--- src/rtl/crc32_pkg.sv ---
// Shared CRC-32 definitions for the Ethernet transmit appender and receive checker.
package crc32_pkg;

   localparam int CRC_WIDTH = 32;
   localparam int NIBBLE_W  = 4;

   localparam logic [CRC_WIDTH-1:0] CRC32_POLY   = 32'h04C11DB7;
   localparam logic [CRC_WIDTH-1:0] CRC32_INIT   = 32'hFFFFFFFF;
   localparam logic [CRC_WIDTH-1:0] CRC32_XOROUT = 32'hFFFFFFFF;

   // IFG is only reachable when the inter-frame gap feature is built in.
   typedef enum logic [1:0] {
      IDLE = 2'd0,
      DATA = 2'd1,
      FCS  = 2'd2,
      IFG  = 2'd3
   } state_e;

   function automatic logic [CRC_WIDTH-1:0] reflect32(input logic [CRC_WIDTH-1:0] v);
      logic [CRC_WIDTH-1:0] r;
      for (int i = 0; i < CRC_WIDTH; i++) begin
         r[i] = v[CRC_WIDTH-1-i];
      end
      return r;
   endfunction

endpackage

--- src/rtl/crc32_tx_append_if.sv ---
// Payload stream in, nibble PHY transmit out; slave modport is the appender's view.
interface crc32_tx_append_if;

   logic                          s_valid;
   logic                          s_ready;
   logic [crc32_pkg::NIBBLE_W-1:0] s_data;
   logic                          s_last;
   logic                          tx_en;
   logic [crc32_pkg::NIBBLE_W-1:0] tx_data;
   logic                          tx_done;
   logic                          tx_err;

   modport master (
      output s_valid, s_data, s_last,
      input  s_ready, tx_en, tx_data, tx_done, tx_err
   );

   modport slave (
      input  s_valid, s_data, s_last,
      output s_ready, tx_en, tx_data, tx_done, tx_err
   );

endinterface

--- src/rtl/crc32_nibble_lfsr.sv ---
// Combinational reflected CRC-32 step over one nibble, bit 0 first; shared with the receive checker.
module crc32_nibble_lfsr
   import crc32_pkg::*;
#(
   parameter logic [CRC_WIDTH-1:0] CRC_POLY = CRC32_POLY
) (
   input  logic [CRC_WIDTH-1:0] crc_in,
   input  logic [NIBBLE_W-1:0]  nibble,
   output logic [CRC_WIDTH-1:0] crc_out
);

   localparam logic [CRC_WIDTH-1:0] POLY_REFL = reflect32(CRC_POLY);

   always_comb begin
      crc_out = crc_in;
      // NOTE: blocking assignments chain the four bit steps within one evaluation.
      for (int i = 0; i < NIBBLE_W; i++) begin
         if (crc_out[0] ^ nibble[i]) begin
            crc_out = (crc_out >> 1) ^ POLY_REFL;
         end else begin
            crc_out = crc_out >> 1;
         end
      end
   end

endmodule

--- src/rtl/crc32_tx_append.sv ---
// Nibble transmit path: echoes payload one cycle late and appends the 8-nibble Ethernet FCS.
// Optional inter-frame gap state is built when CRC_TX_IFG_EN is defined.
module crc32_tx_append
   import crc32_pkg::*;
#(
`ifdef CRC_TX_IFG_EN
   parameter int unsigned          IFG_NIBBLES = 24,
`endif
   parameter logic [CRC_WIDTH-1:0] CRC_POLY    = CRC32_POLY,
   parameter logic [CRC_WIDTH-1:0] CRC_INIT    = CRC32_INIT,
   parameter logic [CRC_WIDTH-1:0] CRC_XOROUT  = CRC32_XOROUT
) (
   input  logic             clk_25Mz,
   input  logic             rst,
   crc32_tx_append_if.slave bus
);

   state_e                 r_state,   w_state_nxt;
   logic [CRC_WIDTH-1:0]   r_crc,     w_crc_nxt;
   logic [CRC_WIDTH-1:0]   r_fcs,     w_fcs_nxt;
   logic [2:0]             r_fcs_idx, w_fcs_idx_nxt;
   logic                   r_tx_en,   w_tx_en_nxt;
   logic [NIBBLE_W-1:0]    r_tx_data, w_tx_data_nxt;
   logic                   r_tx_done, w_tx_done_nxt;
   logic                   r_tx_err,  w_tx_err_nxt;
`ifdef CRC_TX_IFG_EN
   logic [4:0]             r_ifg_cnt, w_ifg_cnt_nxt;
`endif

   logic                   w_ready;
   logic                   w_accept;
   logic [CRC_WIDTH-1:0]   w_crc_upd;

   crc32_nibble_lfsr #(
      .CRC_POLY (CRC_POLY)
   ) u_lfsr (
      .crc_in  (r_crc),
      .nibble  (bus.s_data),
      .crc_out (w_crc_upd)
   );

   // Ready is held low throughout reset, not just from the first edge.
   assign w_ready  = !rst && ((r_state == IDLE) || (r_state == DATA));
   assign w_accept = bus.s_valid && w_ready;

   always_comb begin
      // NOTE: every target gets a default first so no path leaves a latch.
      w_state_nxt   = r_state;
      w_crc_nxt     = r_crc;
      w_fcs_nxt     = r_fcs;
      w_fcs_idx_nxt = r_fcs_idx;
      w_tx_en_nxt   = 1'b0;
      w_tx_data_nxt = '0;
      w_tx_done_nxt = 1'b0;
      w_tx_err_nxt  = 1'b0;
`ifdef CRC_TX_IFG_EN
      w_ifg_cnt_nxt = r_ifg_cnt;
`endif

      case (r_state)
         IDLE, DATA: begin
            if (w_accept) begin
               w_tx_en_nxt   = 1'b1;
               w_tx_data_nxt = bus.s_data;
               if (bus.s_last) begin
                  w_state_nxt   = FCS;
                  w_fcs_nxt     = w_crc_upd ^ CRC_XOROUT;
                  w_crc_nxt     = CRC_INIT;
                  w_fcs_idx_nxt = '0;
               end else begin
                  w_state_nxt = DATA;
                  w_crc_nxt   = w_crc_upd;
               end
            end else if (r_state == DATA) begin
               // The PHY cannot stall, so a missing nibble aborts the frame.
               w_tx_err_nxt = 1'b1;
               w_state_nxt  = IDLE;
               w_crc_nxt    = CRC_INIT;
            end
         end

         FCS: begin
            w_tx_en_nxt   = 1'b1;
            w_tx_data_nxt = r_fcs[{r_fcs_idx, 2'b00} +: NIBBLE_W];
            w_fcs_idx_nxt = r_fcs_idx + 3'd1;
            if (r_fcs_idx == 3'd7) begin
               w_tx_done_nxt = 1'b1;
`ifdef CRC_TX_IFG_EN
               w_state_nxt   = IFG;
               w_ifg_cnt_nxt = 5'(IFG_NIBBLES - 1);
`else
               w_state_nxt   = IDLE;
`endif
            end
         end

`ifdef CRC_TX_IFG_EN
         IFG: begin
            if (r_ifg_cnt == '0) begin
               w_state_nxt = IDLE;
            end else begin
               w_ifg_cnt_nxt = r_ifg_cnt - 5'd1;
            end
         end
`endif

         default: begin
            w_state_nxt = IDLE;
         end
      endcase
   end

   // NOTE: non-blocking assignments so every register samples pre-edge values.
   always_ff @(posedge clk_25Mz or posedge rst) begin
      if (rst) begin
         r_state   <= IDLE;
         r_crc     <= CRC_INIT;
         r_fcs     <= '0;
         r_fcs_idx <= '0;
         r_tx_en   <= 1'b0;
         r_tx_data <= '0;
         r_tx_done <= 1'b0;
         r_tx_err  <= 1'b0;
      end else begin
         r_state   <= w_state_nxt;
         r_crc     <= w_crc_nxt;
         r_fcs     <= w_fcs_nxt;
         r_fcs_idx <= w_fcs_idx_nxt;
         r_tx_en   <= w_tx_en_nxt;
         r_tx_data <= w_tx_data_nxt;
         r_tx_done <= w_tx_done_nxt;
         r_tx_err  <= w_tx_err_nxt;
      end
   end

`ifdef CRC_TX_IFG_EN
   always_ff @(posedge clk_25Mz or posedge rst) begin
      if (rst) begin
         r_ifg_cnt <= '0;
      end else begin
         r_ifg_cnt <= w_ifg_cnt_nxt;
      end
   end
`endif

   assign bus.s_ready = w_ready;
   assign bus.tx_en   = r_tx_en;
   assign bus.tx_data = r_tx_data;
   assign bus.tx_done = r_tx_done;
   assign bus.tx_err  = r_tx_err;

endmodule

--- src/flat_wrapper.sv ---
// flat-port wrapper written by rule: the top's interface ports become plain ports
module crc32_tx_append_flat import crc32_pkg::*;
#(

   parameter logic [CRC_WIDTH-1:0] CRC_POLY    = CRC32_POLY,
   parameter logic [CRC_WIDTH-1:0] CRC_INIT    = CRC32_INIT,
   parameter logic [CRC_WIDTH-1:0] CRC_XOROUT  = CRC32_XOROUT
)
  (clk_25Mz, rst, bus_s_valid, bus_s_data, bus_s_last, bus_s_ready, bus_tx_en, bus_tx_data, bus_tx_done, bus_tx_err);
  crc32_tx_append_if bus_i ();
  input  logic clk_25Mz;
  input  logic rst;
  input wire logic [$bits(bus_i.s_valid)-1:0] bus_s_valid;
  input wire logic [$bits(bus_i.s_data)-1:0] bus_s_data;
  input wire logic [$bits(bus_i.s_last)-1:0] bus_s_last;
  output wire logic [$bits(bus_i.s_ready)-1:0] bus_s_ready;
  output wire logic [$bits(bus_i.tx_en)-1:0] bus_tx_en;
  output wire logic [$bits(bus_i.tx_data)-1:0] bus_tx_data;
  output wire logic [$bits(bus_i.tx_done)-1:0] bus_tx_done;
  output wire logic [$bits(bus_i.tx_err)-1:0] bus_tx_err;
  assign bus_i.s_valid = bus_s_valid;
  assign bus_i.s_data = bus_s_data;
  assign bus_i.s_last = bus_s_last;
  assign bus_s_ready = bus_i.s_ready;
  assign bus_tx_en = bus_i.tx_en;
  assign bus_tx_data = bus_i.tx_data;
  assign bus_tx_done = bus_i.tx_done;
  assign bus_tx_err = bus_i.tx_err;
  crc32_tx_append #(.CRC_POLY(CRC_POLY), .CRC_INIT(CRC_INIT), .CRC_XOROUT(CRC_XOROUT)) u_core (.clk_25Mz(clk_25Mz), .rst(rst), .bus(bus_i));
endmodule
--- config.mk ---
export PLATFORM = sky130hd
export DESIGN_NAME = crc32_tx_append_flat
export DESIGN_NICKNAME = d
export VERILOG_FILES = /design/src/rtl/crc32_pkg.sv /design/src/rtl/crc32_tx_append_if.sv /design/src/rtl/crc32_nibble_lfsr.sv /design/src/rtl/crc32_tx_append.sv /design/src/flat_wrapper.sv
export SDC_FILE = /design/constraint.sdc
export NUM_CORES = 1
export LEC_CHECK = 0
export CAP_MARGIN = 20
export CELL_PAD_IN_SITES_DETAIL_PLACEMENT = 0
export CELL_PAD_IN_SITES_GLOBAL_PLACEMENT = 1
export CORE_UTILIZATION = 30
export CTS_CLUSTER_SIZE = 30
export DETAILED_ROUTE_END_ITERATION = 16
export DONT_BUFFER_PORTS = 1
export GPL_TIMING_DRIVEN = 0
export PLACE_DENSITY_LB_ADDON = 0.12
export SLEW_MARGIN = 20
export SYNTH_ARGS = -nofsm -noshare
export SYNTH_HDL_FRONTEND = slang
export SYNTH_SLANG_ARGS = --single-unit
--- constraint.sdc ---
create_clock -name clk_25Mz -period 2.49 [get_ports clk_25Mz]
set_clock_uncertainty 0.1 [all_clocks]
set_input_delay 0.3735 -clock clk_25Mz [delete_from_list [all_inputs] [get_ports clk_25Mz]]
set_output_delay 0.3735 -clock clk_25Mz [all_outputs]
set_load 0.1 [all_outputs]
Word-level counts from Yosys, hierarchy flattened
Index checks and enable logic that the tools add are counted.
{ "totals": {"reg_bits": 76, "out_inout_bits": 8, "input_bits": 8, "word_cells": 62} }
{ "op_classes": {"bitwise_logic": 9, "n_addsub": 1, "n_shift": 1, "reduce_logical": 12, "n_mux": 24, "eq_ne": 7} }
{ "op_table": {"columns": ["cell", "count"], "rows": [
  ["2-to-1 mux 32 bit", 7],
  ["NOT 13 -> 14 bit", 4],
  ["NOT 32 bit", 1],
  ["indexed part select 32 x 6 -> 4 bit", 1],
  ["2-to-1 mux 2 bit", 4],
  ["one-hot mux 4 bit (2 select lines)", 1],
  ["2-to-1 mux 1 bit", 6],
  ["2-to-1 mux 3 bit", 2],
  ["one-hot mux 3 bit (2 select lines)", 1],
  ["AND reduction 3 bit", 2],
  ["2-to-1 mux 4 bit", 1],
  ["!= test 2 x 1 -> 1 bit, second input constant", 2],
  ["one-hot mux 2 bit (2 select lines)", 1],
  ["AND reduction 2 bit", 2],
  ["nonzero test 2 bit", 2],
  ["bitwise XOR 1 bit", 4],
  ["adder 3 x 1 -> 3 bit, second input constant", 1],
  ["equality test 3 bit, second input constant", 1],
  ["!= test 3 x 1 -> 1 bit, second input constant", 1],
  ["equality test 2 x 1 -> 1 bit, second input constant", 1],
  ["equality test 2 bit, second input constant", 1],
  ["logical AND 1 bit", 2],
  ["logical NOT 2 bit", 1],
  ["!= test 2 bit, second input constant", 1],
  ["4 further kinds", 4]
]} }

Longest topological paths before layout
{ "depth": {"word_depth": 10, "mapped_depth": 6, "depth_no_buf": 4} }

Hierarchy
Synthesis repeated with hierarchy kept, for this count alone.
{ "unflattened": {"cells_unflattened": 294, "hier_area_um2": 3858.7} }
{ "modules_own_cells": {"columns": ["mod", "n_inst", "area_each_um2", "seq_area_each_um2", "cells_per_inst"], "rows": [
  ["crc32_tx_append", 1, 3031.7, 1941.9, 244],
  ["crc32_nibble_lfsr", 1, 827.0, 0.0, 50]
]} }

Worst setup path after synthesis
No wires, ideal clock.
{ "synth_timing": {"path_type": "in2reg", "from": "input port rst", "to": "register u_core.r_crc[0]", "required_ns": 2.329, "stages": 5, "arrival_time_ns": 2.837, "n_path_buf": 1, "setup_ns": 0.061, "slack_ns": -0.507, "cell_sequence": "inv_1 > a21oi_1 > nor2_1 > clkbuf_1 > o22a_1"} }
{ "synth_via": {"elab_chain_len": 5, "word_cells_on_any_way": 6, "classes_between": "1 x mux; 5 x reduce/logical"} }
{ "synth_lines": {"columns": ["item", "line", "text"], "rows": [
  ["start, declared", "flat_wrapper.sv:12", "input logic rst;"],
  ["logical NOT 1 bit *", "crc32_tx_append.sv:43", "assign w_ready = !rst && ((r_state == IDLE) || (r_state == DATA));"],
  ["logical AND 1 bit *", "crc32_tx_append.sv:43", null],
  ["logical AND 1 bit *", "crc32_tx_append.sv:44", "assign w_accept = bus.s_valid && w_ready;"],
  ["nonzero test 2 bit (no line)", null, null],
  ["AND reduction 2 bit (no line)", null, null],
  ["end signal, assigned", "crc32_tx_append.sv:126", "r_crc <= w_crc_nxt;"],
  ["end, declared", "crc32_tx_append.sv:19", "logic [CRC_WIDTH-1:0] r_crc, w_crc_nxt;"]
]} }
Every way passes the cells marked *; elsewhere a longest branch is shown, timed or not.
A chain may end at the register's enable or synchronous reset.

Worst setup path in the final report
{ "layout_timing": {"from": "input port rst", "to": "register u_core.r_crc[28]"} }
The elaborated chain is that of the path after synthesis.

==> results.rst <==
.. list-table::
   :header-rows: 1

   * - Metric
     - Value
   * - Result of the run
     - finished, final reports clean
   * - Classification of the worst-slack hold path
     - in -> reg
   * - Number of antenna cells inserted
     - 0
   * - Post-CTS setup buffer count
     - 0
   * - Biggest cell delay along the critical path
     - 0.57 ns
   * - Number of search-and-repair iterations in the first detailed-routing pass
     - 4
   * - Total Wirelength
     - about 8.6 mm
   * - Final non-filler cell area
     - a little over 4000 um^2
   * - Violation count after the first detailed-route iteration
     - 76
   * - Synthesized netlist cell count
     - 264
   * - Per-instance average area after synthesis
     - 13.2 um^2
   * - Switching power total
     - about 2.4 mW
   * - Number of I/O pins
     - 16
   * - Antenna violations before repair
     - 0
   * - Total nets after synthesis
     - 274
   * - Number of vias per cell
     - just under 5
   * - Global-route wire length before repair
     - between 10 and 15 mm
   * - Startpoint kind of the worst setup timing path
     - input pin
   * - Final slew viol count
     - 0
   * - Share of power burned in combinational logic
     - between 30% and 40%
   * - Clock sink count
     - 76
   * - Die height
     - around 110 um
   * - Vias in the first global route
     - about 2300
   * - Unrepaired setup endpoints after global routing
     - false
   * - Clock power share
     - around 22%
   * - Cell family with the largest share of critical-path delay
     - buffers and inverters
   * - Total buffers and inverters traversed by the critical path
     - 4
   * - CP cell instances
     - dlygate4sd3_1, clkinvlp_4, buf_12, a21oi_1, nor2_1, clkbuf_2, a2bb2oi_1
   * - Reported max-cap violation count
     - 0
   * - Area of the die
     - between 10000 and 15000 um^2
   * - Avg WL per Cell
     - 20.1 um
   * - Critical-path cell with the highest stage delay
     - dlygate4sd3_1
   * - Die boundary width
     - around 110 um
   * - Synth Cell Area
     - 3470 um^2
   * - Worst path required time
     - 2.65 ns
   * - Arrival time of the worst setup path
     - approximately 2.4 ns
   * - Sequential area share after synthesis
     - 55.9%
   * - Number of storage elements in the synthesis netlist
     - 76
   * - Worst-case hold slack
     - ~0.017 ns
   * - Fraction of layout instances using a drive strength above 1
     - 31.7%
   * - Fmax
     - about 450 MHz
   * - Final weighted congestion of routability-driven global placement
     - approximately 0.69
   * - Core area
     - roughly 11000 um^2
   * - Clock-pin slew reported for the worst setup and hold paths after clock tree synthesis
     - about 0.07 ns
   * - Clock buffer count from CTS
     - 9
   * - Antenna Nets Post-Route
     - 0
   * - Internal
     - between 4 and 5 mW
   * - Number of distinct library cells after synthesis
     - 30
   * - All-Layer GR Usage
     - around 16%
   * - Part of the cycle the worst path needs
     - 88.4%
   * - Count of unresolved DRC violations after routing
     - 0
   * - Max-slew headroom at the worst pin
     - around 27%
   * - Sum Neg Setup Slack
     - 0 ns
   * - Net total in the final layout
     - 292
   * - TritonCTS clock tree
     - yes
   * - Leakage component of the power
     - ~1.7 nW
   * - Critical path fanouts, max
     - 29
   * - Post-DP HPWL
     - 5.92 mm
   * - Worst Max-Slew Pin Slew
     - between 1 and 1.5 ns
   * - Vias
     - approximately 2100
   * - Total gr overflow
     - 0
   * - Num rows
     - 38
   * - Initial Utilization
     - a little under a third
   * - Bufs on Longest Clock Path
     - 2
   * - Area Growth Syn to Fin
     - 17.3%
   * - Sw Ratio
     - around 38%
   * - Min Tclk post-route
     - approximately 2.2 ns
   * - Power density over the cells
     - 1580 nW/um^2
   * - Maximum number of pins on one net before global-route repair
     - 30
   * - Final setup violating endpoints
     - 0
   * - Clock Tree Root
     - clkbuf_16
   * - Peak supply drop
     - roughly 0.72 mV
   * - Sequential group share of total power
     - 39.6%
   * - Count of H-tree levels built during CTS
     - 3
   * - Placement Cell Area
     - ~3700 um^2
   * - CP Capture Type
     - flip-flop
   * - Final hold vios
     - 0
   * - Yosys warns
     - 0
   * - Worst-Skew Late Latency
     - 0.34 ns
   * - Filler Cells Inserted
     - between 1000 and 1500
   * - Worst setup path class
     - in -> reg
   * - Quantity of I/O buffers inserted on ports
     - 0
-- cells in the mapped netlist --
library cell,instances,area share (%)
and2_1,1,0.18
nor2_1,3,0.32
a32o_1,4,1.2
xnor3_2,3,2.1
nand3_1,7,1.0
mux2_2,19,6.2
mux2i_1,16,4.6
o21ai_0,15,2.2
xnor2_1,18,4.5
o22a_2,3,0.86
xnor2_2,2,0.94
xor2_4,1,0.79
dfstp_2,32,24
ha_1,2,0.72
clkbuf_1,8,0.86
xnor2_4,1,0.79
nand2b_1,1,0.18
a22o_1,4,1.0
nand2_1,21,2.3
xor2_1,10,2.5
nor3b_1,1,0.22
nor2b_1,3,0.54
dfrtp_1,44,32
inv_1,3,0.32
a2bb2oi_1,19,4.8
a21oi_1,5,0.72
a211oi_1,1,0.22
buf_2,6,0.86
o22a_1,10,2.5
xor3_2,1,0.72
-- metal layers --
metal  wire length [um]  global-route usage, %
met3                220                   2.79
met2               3980                   26.1
met1               4290                   22.4
met5                  0                      0
met4                103                   6.29
-- cell usage in the layout (no fill, tap or decap), types with 4 or more instances in the layout --
| master | instances |
|---|---|
| nand3_1 | 7 |
| dlygate4sd3_1 | 4 |
| o22a_1 | 10 |
| a21oi_1 | 5 |
| buf_2 | 6 |
| clkbuf_16 | 9 |
| o21ai_0 | 15 |
| xnor2_1 | 18 |
| mux2_2 | 19 |
| a32o_1 | 4 |
| a2bb2oi_1 | 19 |
| xor2_1 | 10 |
| dfrtp_1 | 44 |
| dfstp_2 | 32 |
| a22o_1 | 4 |
| nand2_1 | 21 |
| mux2i_1 | 16 |
| clkbuf_1 | 6 |
-- power by group through the flow --
stage | Clock, mW | Sequential, mW | Combinational [mW]
after global routing | 1.51 | 2.62 | 2.72
after detailed placement | 0 | 2.56 | 2.50
after CTS | 1.47 | 2.55 | 2.51
final | 1.44 | 2.55 | 2.46
after floorplan | 0 | 2.45 | 1.93
after global placement | 0 | 2.56 | 2.51
-- worst paths after layout --
kind                       slack, ns              start  depth (start not counted)                end
max                             0.29                rst                          7   u_core.r_crc[28]
max reg2reg                     0.39  u_core.r_state[1]                          6    u_core.r_fcs[0]
min reg2reg                     0.38   u_core.r_fcs[18]                          2   u_core.r_fcs[18]
max in group asynchronous       0.46                rst                          3    u_core.r_fcs[2]
min in group asynchronous       0.49                rst                          3    u_core.r_fcs[0]
min                             0.02        bus_s_valid                          1  u_core.bus.tx_err
-- timing repair --
action | CTS | global route
gates resized for setup | 1 | 6
hold buffers | 4 | 0
hold endpoints to repair | 19 | 0
gates cloned | 0 | 0
setup endpoints to repair | 2 | 15
-- cell type report --
cell class	count	area (um^2)	share of cell area [%]
multi-input combinational	171	1470	36.0
buffer	14	63.8	1.57
inverter	3	15.0	0.369
clock buffer	11	243	5.96
clock inverter	5	83.8	2.06
timing repair buffer	7	83.8	2.06
tap	140	175	4.30
sequential	76	1940	47.7
-- registers in the layout, summed over array words and instances, names as in the netlist --
signal and flops:
u_core.bus.tx_en 1, u_core.bus.tx_data 4, u_core.r_crc 32, u_core.r_fcs_idx 3, u_core.bus.tx_err 1, u_core.r_state 2
u_core.r_fcs 32, u_core.bus.tx_done 1
-- cell families after synthesis --
kind of cell / count (synthesis) / synth area share [%]
flops: 76 / 55.9
compound gates: 61 / 13.4
simple gates: 37 / 4.72
xor+xnor: 36 / 12.4
mux: 35 / 10.8
buf+inv: 17 / 2.05
fa+ha+maj: 2 / 0.721
-- through the flow --
stage / setup WS (ns) / std cells / total power [mW] / util (%)
2_1_floorplan: 0.0544 / 264 / 4.39 / -
3_3_place_gp: -0.872 / 404 / 5.07 / 33.0
3_5_place_dp: -0.123 / 407 / 5.06 / 33.4
4_1_cts: 0.0422 / 427 / 6.53 / 36.7
5_1_grt: 0.137 / 427 / 6.86 / 36.8
6_report: 0.289 / 427 / 6.45 / 36.8
-- worst register-to-register path: stages, from the launching register on --
cell and delay, ns:
dfrtp_1 0.44, nor3b_2 0.52, nand2_1 0.19, buf_2 0.26, clkbuf_1 0.27, nand2_1 0.12
o21ai_0 0.08
No activity file was read; power rests on OpenSTA's default activity.
